**src/rtl/memory_turn_ctrl.sv**
```systemverilog
// ============================================================================
// Module      : memory_turn_ctrl
// Description : Turn sequencer for a 4x4 memory (pairs) game. Takes the board
//               cursor, a select pulse and the card value under the cursor,
//               runs the two-pick reveal / compare / keep-or-hide sequence and
//               keeps score for the display stage.
// Revision    : 1.0 - initial release
// ----------------------------------------------------------------------------
// Ports
//   clk        in   1  system clock, rising edge
//   reset      in   1  synchronous, active-high
//   sel        in   1  one-cycle select pulse (debounced upstream)
//   cur_x      in   2  cursor column
//   cur_y      in   2  cursor row
//   card_val   in   3  board value at (cur_y,cur_x), valid with sel
//   revealed   out 16  face-up mask, bit = cur_y*4+cur_x (includes matched)
//   matched    out 16  permanently matched mask
//   pairs      out  4  matched-pair count 0..8
//   attempts   out  8  completed turns, saturating at 255
//   mismatch   out  1  high while a wrong pair is on display
//   game_over  out  1  high once all 8 pairs are matched
// ============================================================================
`default_nettype none

module memory_turn_ctrl #(
    parameter int HIDE_CYCLES = 50_000_000,
    parameter int TMR_W       = 26
) (
    input  logic        clk,
    input  logic        reset,
    input  logic        sel,
    input  logic [1:0]  cur_x,
    input  logic [1:0]  cur_y,
    input  logic [2:0]  card_val,
    output logic [15:0] revealed,
    output logic [15:0] matched,
    output logic [3:0]  pairs,
    output logic [7:0]  attempts,
    output logic        mismatch,
    output logic        game_over
);

    // ------------------------------------------------------------------------
    // State encoding
    // ------------------------------------------------------------------------
    localparam logic [2:0] ST_PICK1 = 3'd0;
    localparam logic [2:0] ST_PICK2 = 3'd1;
    localparam logic [2:0] ST_CHECK = 3'd2;
    localparam logic [2:0] ST_SHOW  = 3'd3;
    localparam logic [2:0] ST_DONE  = 3'd4;

    // Timer reload value: the pair is cleared on the cycle the timer reads 0,
    // so loading HIDE_CYCLES-1 gives exactly HIDE_CYCLES cycles of display.
    localparam logic [TMR_W-1:0] C_HIDE_LOAD = TMR_W'(HIDE_CYCLES - 1);
    localparam logic [3:0]       C_LAST_PAIR = 4'd7;
    localparam logic [7:0]       C_ATT_MAX   = 8'hFF;

    // ------------------------------------------------------------------------
    // Registers
    // ------------------------------------------------------------------------
    logic [2:0]        r_state;
    logic [3:0]        r_idx1;
    logic [3:0]        r_idx2;
    logic [2:0]        r_val1;
    logic [2:0]        r_val2;
    logic [15:0]       r_revealed;
    logic [15:0]       r_matched;
    logic [3:0]        r_pairs;
    logic [7:0]        r_attempts;
    logic              r_mismatch;
    logic              r_game_over;
    logic [TMR_W-1:0]  r_timer;

    // ------------------------------------------------------------------------
    // Combinational helpers
    // ------------------------------------------------------------------------
    logic [2:0]  w_state_next;
    logic [3:0]  w_idx;
    logic        w_sel_valid;
    logic [15:0] w_pick_bit;
    logic [15:0] w_pair_mask;
    logic        w_pair_equal;
    logic        w_last_pair;
    logic        w_timer_zero;
    logic [7:0]  w_attempts_inc;

    assign w_idx        = {cur_y, cur_x};
    // A card already face-up (including matched cards and the first pick of
    // this turn) cannot be picked; such a select is simply dropped.
    assign w_sel_valid  = sel & ~r_revealed[w_idx];
    assign w_pick_bit   = 16'd1 << w_idx;
    assign w_pair_mask  = (16'd1 << r_idx1) | (16'd1 << r_idx2);
    assign w_pair_equal = (r_val1 == r_val2);
    assign w_last_pair  = (r_pairs == C_LAST_PAIR);
    assign w_timer_zero = (r_timer == '0);
    assign w_attempts_inc = (r_attempts == C_ATT_MAX) ? C_ATT_MAX
                                                      : r_attempts + 8'd1;

    // ------------------------------------------------------------------------
    // Next-state logic
    // ------------------------------------------------------------------------
    always_comb begin
        w_state_next = r_state;
        case (r_state)
            ST_PICK1: begin
                if (w_sel_valid) begin
                    w_state_next = ST_PICK2;
                end
            end
            ST_PICK2: begin
                if (w_sel_valid) begin
                    w_state_next = ST_CHECK;
                end
            end
            ST_CHECK: begin
                if (w_pair_equal) begin
                    w_state_next = w_last_pair ? ST_DONE : ST_PICK1;
                end else begin
                    w_state_next = ST_SHOW;
                end
            end
            ST_SHOW: begin
                if (w_timer_zero) begin
                    w_state_next = ST_PICK1;
                end
            end
            ST_DONE: begin
                w_state_next = ST_DONE;
            end
            default: begin
                w_state_next = ST_PICK1;
            end
        endcase
    end

    always_ff @(posedge clk) begin
        if (reset) begin
            r_state <= ST_PICK1;
        end else begin
            r_state <= w_state_next;
        end
    end

    // ------------------------------------------------------------------------
    // Pick capture: card positions and values of the current turn
    // ------------------------------------------------------------------------
    always_ff @(posedge clk) begin
        if (reset) begin
            r_idx1 <= 4'd0;
            r_val1 <= 3'd0;
            r_idx2 <= 4'd0;
            r_val2 <= 3'd0;
        end else begin
            if (r_state == ST_PICK1 && w_sel_valid) begin
                r_idx1 <= w_idx;
                r_val1 <= card_val;
            end
            if (r_state == ST_PICK2 && w_sel_valid) begin
                r_idx2 <= w_idx;
                r_val2 <= card_val;
            end
        end
    end

    // ------------------------------------------------------------------------
    // Face-up mask: set on each valid pick, the mismatched pair is turned
    // back over when the display timer expires.
    // ------------------------------------------------------------------------
    always_ff @(posedge clk) begin
        if (reset) begin
            r_revealed <= 16'd0;
        end else begin
            case (r_state)
                ST_PICK1, ST_PICK2: begin
                    if (w_sel_valid) begin
                        r_revealed <= r_revealed | w_pick_bit;
                    end
                end
                ST_SHOW: begin
                    if (w_timer_zero) begin
                        r_revealed <= r_revealed & ~w_pair_mask;
                    end
                end
                default: begin
                    r_revealed <= r_revealed;
                end
            endcase
        end
    end

    // ------------------------------------------------------------------------
    // Scoring: only the CHECK cycle updates matched/pairs/attempts/game_over
    // ------------------------------------------------------------------------
    always_ff @(posedge clk) begin
        if (reset) begin
            r_matched   <= 16'd0;
            r_pairs     <= 4'd0;
            r_attempts  <= 8'd0;
            r_game_over <= 1'b0;
        end else if (r_state == ST_CHECK) begin
            r_attempts <= w_attempts_inc;
            if (w_pair_equal) begin
                r_matched <= r_matched | w_pair_mask;
                r_pairs   <= r_pairs + 4'd1;
                if (w_last_pair) begin
                    r_game_over <= 1'b1;
                end
            end
        end
    end

    // ------------------------------------------------------------------------
    // Mismatch display timer
    // ------------------------------------------------------------------------
    always_ff @(posedge clk) begin
        if (reset) begin
            r_timer    <= '0;
            r_mismatch <= 1'b0;
        end else begin
            case (r_state)
                ST_CHECK: begin
                    if (!w_pair_equal) begin
                        r_timer    <= C_HIDE_LOAD;
                        r_mismatch <= 1'b1;
                    end
                end
                ST_SHOW: begin
                    if (w_timer_zero) begin
                        r_mismatch <= 1'b0;
                    end else begin
                        r_timer <= r_timer - 1'b1;
                    end
                end
                default: begin
                    r_timer    <= r_timer;
                    r_mismatch <= r_mismatch;
                end
            endcase
        end
    end

    // ------------------------------------------------------------------------
    // Outputs
    // ------------------------------------------------------------------------
    assign revealed  = r_revealed;
    assign matched   = r_matched;
    assign pairs     = r_pairs;
    assign attempts  = r_attempts;
    assign mismatch  = r_mismatch;
    assign game_over = r_game_over;

endmodule

`default_nettype wire
```
**config.mk**
```make
export PLATFORM = sky130hd
export DESIGN_NAME = memory_turn_ctrl
export DESIGN_NICKNAME = d
export VERILOG_FILES = /design/src/rtl/memory_turn_ctrl.sv
export SDC_FILE = /design/constraint.sdc
export NUM_CORES = 1
export LEC_CHECK = 0
export ABC_AREA = 1
export BUFFER_PORTS_ARGS = -buffer_cell sky130_fd_sc_hd__buf_2
export CAP_MARGIN = 20
export CORE_MARGIN = 10
export CORE_UTILIZATION = 25
export DETAILED_ROUTE_END_ITERATION = 6
export GPL_TIMING_DRIVEN = 0
export SYNTH_ARGS = -nofsm -noshare
export SYNTH_HDL_FRONTEND = slang
export SYNTH_SLANG_ARGS = --single-unit
export TNS_END_PERCENT = 20
```
**constraint.sdc**
```tcl
create_clock -name clk -period 2.07 [get_ports clk]
set_input_delay 0.414 -clock clk [delete_from_list [all_inputs] [get_ports clk]]
set_output_delay 0.414 -clock clk [all_outputs]
set_load 0.02 [all_outputs]
```
After elaboration in Yosys (flattened, before gate mapping) --
Index checks and enable logic that the tools add are counted. W data, S select, Z words.
Operators by class: $add $sub $neg 3, order comparisons 1, eq/ne operators 13, shift-type cells 3, multiplexer cells 18, bitwise gates (word level) 7, reduce and logical (&&, ||, !) cells 13
Operator list (number):
- $mux W26 | 2
- $pmux W26 S2 | 1
- $or A16 B16 Y16 | 3
- $shl A1 B4 Y16 const A | 3
- $mux W16 | 2
- $pmux W16 S2 | 1
- $logic_not A26 Y1 | 1
- $sub A26 B1 Y26 const B | 1
- $and A16 B16 Y16 | 1
- $not A16 Y16 | 1
- $mux W3 | 5
- $pmux W3 S5 | 1
- $reduce_and A3 Y1 | 5
- $ne A2 B2 Y1 const B | 6
- $add A8 B1 Y8 const B | 1
- $eq A8 B8 Y1 const B | 1
- $mux W8 | 1
- $eq A3 B2 Y1 const B | 2
- $lt A4 B5 Y1 const B | 1
- $add A4 B1 Y4 const B | 1
- $bmux W1 S4 | 1
- $eq A4 B3 Y1 const B | 1
- $reduce_bool A2 Y1 | 2
- $eq A3 B1 Y1 const B | 1
- other kinds (10) | 13
Word-level totals: register bits 89, input port bits 10, output and inout port bits 46, word-level logic and storage cells 70

Depth between registers and ports, before layout --
depth after elaboration 6, mapped depth 14, depth with buffers taken out 12

Least setup slack after synthesis --
OpenSTA, ideal clock, no wires.
path kind reg-to-reg, start register r_timer[0], end register r_revealed[14] (netlist: revealed[14]), setup time 0.115 ns, arrival time 1.660 ns, required time 1.955 ns, slack 0.295 ns, cell stages (with the launch flop) 13, path buffers 1, clock period less this slack 1.775 ns, cell sequence dfxtp_1 inv_1 ha_1 nand2_2 nor2_4 nand2_4 nor2_8 nor2_4 nor2_8 buf_4 nand3_1 nand2_1 nor2_1
Between the ends: word-level cells in the longest chain between the ends 3
RTL lines:
- start, declared | RTL line 72 | logic [TMR_W-1:0] r_timer;
- start signal, assigned | RTL line 231 | r_timer <= r_timer - 1'b1;
- start signal, assigned | RTL line 235 | r_timer <= r_timer;
- $logic_not A26 Y1 | RTL line 95 | assign w_timer_zero = (r_timer == '0);
- $ne A2 B2 Y1 (no source line)
- $reduce_and A3 Y1 (no source line)
- end signal, assigned | RTL line 176 | r_revealed <= r_revealed | w_pick_bit;
- end signal, assigned | RTL line 181 | r_revealed <= r_revealed & ~w_pair_mask;
- end signal, assigned | RTL line 185 | r_revealed <= r_revealed;
- end, declared | RTL line 66 | logic [15:0] r_revealed;
Every way passes these cells. A chain may end at the register's enable or synchronous reset.

Final worst setup path --
start input cur_x[1], end register r_revealed[8] (netlist: revealed[8])
Between the ends: word-level cells in the longest chain between the ends 6, elaborated cells between the ends (all ways) 10, those cells by class eq/ne (1); shift (1); mux (4); bitwise (3); reduce/logical (1)
RTL lines:
- start, declared | RTL line 32 | input logic [1:0] cur_x,
- $bmux W1 S4 | RTL line 90 | assign w_sel_valid = sel & ~r_revealed[w_idx];
- $mux W1 (not written as such) | RTL line 90
- $not A1 Y1 | RTL line 90
- $and A1 B1 Y1 | RTL line 90
- $ne A2 B2 Y1 (no source line)
- $reduce_and A3 Y1 (no source line)
Parallel ways exist; a longest one is shown, timed or not. The select of a mux whose other input is x is not followed.

==> parameters.txt <==
Parameter                              Value

Logic synthesis
  Compound-cell area share of the yosys netlist    15.2%
  Simple-gate share of the synthesized area    34.0%
  Ys Warns    0
  Share of the yosys chip area belonging to registers    36.6%
  Synth Instances    750
  Proportion of netlist area held by the largest area contributor    36.6%
  Cells taking the most area after synthesis    dfxtp_1 (37%), nand2_1 (14%), nor2_1 (10%)
  Mux share of post-synthesis cell area    0%
  Synth Register Bits    89
  Per-instance average area after synthesis    6.49 um^2
  Combined area of all synthesized cells    4860 um^2
  Post-synth net total    763
  Share of synthesized cell area in full adder, half adder and majority cells    0.772%
  Post-synthesis share of cell area spent on xor and xnor gates    3.96%
  Largest family of logic cells by synthesized area    simple AND/OR/NAND/NOR gates
  Cell variety after synth    36
  Cell taking the most area after synthesis    dfxtp_1

Detailed routing
  Via Count    4,977
  Routed wirelength normalized by instance count    between 10 and 15 um
  Ratio of routed vias to standard cells    around 4.6
  DRC violation total after the first TritonRoute iteration    ~370
  Wirelength, routed    15.1 mm
  Antenna viol nets, final    0
  Number of iterations in the first detailed-routing pass    6
  Number of remaining DRC errors    0

Cells and area
  FF+latch area    1780 um^2
  Fraction of layout instances using a drive strength above 1    around an eighth
  Diode count    0
  Area added between synthesis and finish    19.0%
  Combined area of the multi-input logic cells    ~2700 um^2
  Filler instances    2,158
  Final Core Density    30.6%
  Number of nets in the layout    830
  Non-Filler Instances    1,081

STA
  Setup TNS    0 ns
  Final clock skew    0.00867 ns
  Post-route fraction of the period consumed by the critical path    93.6%
  Number of max-slew violations in the final report    0
  Count of final hold-check violations    0
  Period minus WS final    1.94 ns
  Setup repair after global routing missed its margin    false
  Max Clk Rate    516 MHz
  Final setup violation count    0
  Worst slew margin relative to its limit    50.7%
  Tightest Pin Transition    0.740 ns

Critical path
  Setup slack of the most critical reg-to-reg path    roughly 0.15 ns
  Reg2Reg Depth    10
  Worst-path maximum fanout    10
  Class of the most critical setup path    input pin to register
  Critical path endpoint category    register
  WP data required    about 2.3 ns
  Arrival time at the worst endpoint    2.18 ns
  Critical Path Start Type    input pin

Global routing
  Number of antenna violations at the first check in global routing    0
  Wire length of the first global-routing pass    24.3 mm
  Met1 Usage GRT    14.8%
  Pin count of the biggest net entering global routing    14
  Global-route total usage across every layer    between 10% and 20%
  Busiest layer in global routing    met2
  Met2 GRT Util    a little under a fifth
  Via count of the first global-routing pass    around 4,600
  Residual overflow from global routing    0
  GR Layer Usage met3    3.18%

Power and ir drop
  Worst IR drop on VDD    0.449 mV
  Power density over cell area    821 nW/um^2
  Leakage    0.00260 uW

Place
  Total half-perimeter wirelength after legalization and detailed placement    11.5 mm
  Port-buffer cells    53
  Placer Congestion    about 0.9
  Number of placed cells counting well taps    1,063

Clock tree
  Clock root buffer    clkbuf_16
  H-tree lvl count    3
  TritonCTS buffer count    9
  Latest clock arrival within the worst-skew pair    between 0.3 and 0.4 ns
  Post-CTS clock slew at the launch and capture registers of the worst setup and hold paths    0.07 ns
  TritonCTS clock tree    built
  Count of clock tree sinks    89
  Clock tree buffer depth    2

Min path
  Min-Delay Path Depth    3
  Worst min-delay path category    input pin to register

Die
  Core Rows    50
  Overall die height    159 um
  Initial core utilization    25.7%
  Area of the core region    18,900 um^2
  I/O pin count    56
  Chip Width    ~160 um
  DIE AREA    approximately 25,000 um^2

Job
  Reported max-cap violation count    0

Run status
  Run status    finished clean
==> critical path, cell delays in order <==
cell and delay [ns]:
buf_2 0.09, clkbuf_1 0.47, nand2_1 0.13, nand3_1 0.12, nand3_1 0.15, nand3_1 0.17
nand2_2 0.09, buf_4 0.19, buf_6 0.15, a21oi_1 0.14, nor2_1 0.07
==> synthesized netlist by cell type <==
library cell and number:
nand2_1 178, nor2_1 129, dfxtp_1 89, inv_1 79
a21oi_1 61, nand3_1 50, o21ai_0 46, xor2_1 17
o22ai_1 16, clkbuf_1 11, nand4_1 10, buf_2 8
buf_4 5, nor3_1 5, xnor2_1 5, a31oi_1 4
buf_6 3, ha_1 3, nor2_2 3, o21bai_1 3
nand2_2 2, nand2_4 2, nor2_4 2, nor2_8 2
nor3b_1 2, nor4_1 2, o211ai_1 2, o21ai_1 2
o31ai_1 2, a31o_2 1, buf_1 1, clkinv_1 1
inv_2 1, nand3_2 1, nand3b_1 1, o21ai_2 1
==> cell families (layout without fill, tap and decap cells) <==
logic type                 Yosys count  after routing
and+or+nand+nor                    389            389
adders and majority gates            3              3
xor gates and xnor gates            22             22
AOI/OAI and AO/OA                  138            138
DFF                                 89             89
buffers and inverters              109            180
==> state kept, by name, summed over array words and instances, names as in the netlist <==
register	flops
r_timer	26
matched	16
revealed	16
attempts	8
pairs	4
r_idx1	4
r_idx2	4
r_state	3
r_val1	3
r_val2	3
game_over	1
mismatch	1
==> layout by cell type (no fill, tap or decap), types with 14 or more instances in the layout <==
master / instances
a21oi_1: 61
buf_2: 59
clkbuf_1: 14
dfxtp_1: 89
inv_1: 78
nand2_1: 176
nand3_1: 50
nor2_1: 129
o21ai_0: 46
o22ai_1: 16
xor2_1: 17
==> stage by stage <==
step	worst slack [ns]	hold slack, ns	area (um^2)	total power (uW)
finish	0.131	0.334	5790	4750
global route	0.00669	0.344	5790	5050
CTS	0.0388	0.327	5740	4760
detailed placement	-0.159	0.443	5460	3220
global placement	-0.155	0.441	5460	3210
floorplan	0.295	0.444	4860	2890
==> power breakdown <==
group / internal (uW) / total [uW] / switching, uW
sequential: 1820 / 1920 / 107
clock: 842 / 1520 / 677
combinational: 456 / 1310 / 854
==> path summary, 6_finish.rpt <==
| path | start | endpoint |
|---|---|---|
| max | cur_x[1] | revealed[8]$_SDFFE_PP0P_ |
| max reg2reg | r_timer[0]$_SDFFE_PP0P_ | r_timer[3]$_SDFFE_PP0P_ |
| min reg2reg | game_over$_SDFFE_PP0P_ | game_over$_SDFFE_PP0P_ |
| min | card_val[2] | r_val2[2]$_SDFFE_PP0P_ |
==> layout make-up <==
cell class	count	area share (%)
Timing Repair Buffer	57	5.10
Multi-Input combinational cell	552	45.9
Inverter	81	5.32
Clock inverter	2	0.259
Buffer	27	2.72
Clock buffer	13	4.32
Sequential cell	89	30.8
Tap cell	260	5.62
==> per-layer routing <==
layer	vias up	wire (um)
met2	145	6960
li1	2551	-
met1	2252	6870
met3	29	975
met5	-	0
met4	0	319
==> timing repair <==
action,4_1_cts,5_1_grt
hold buffers,0,0
pin swaps,1,1
resized for setup,2,10
setup endpoints to repair,39,50
setup buffers,1,3
Power figures use the tool's default switching activity.
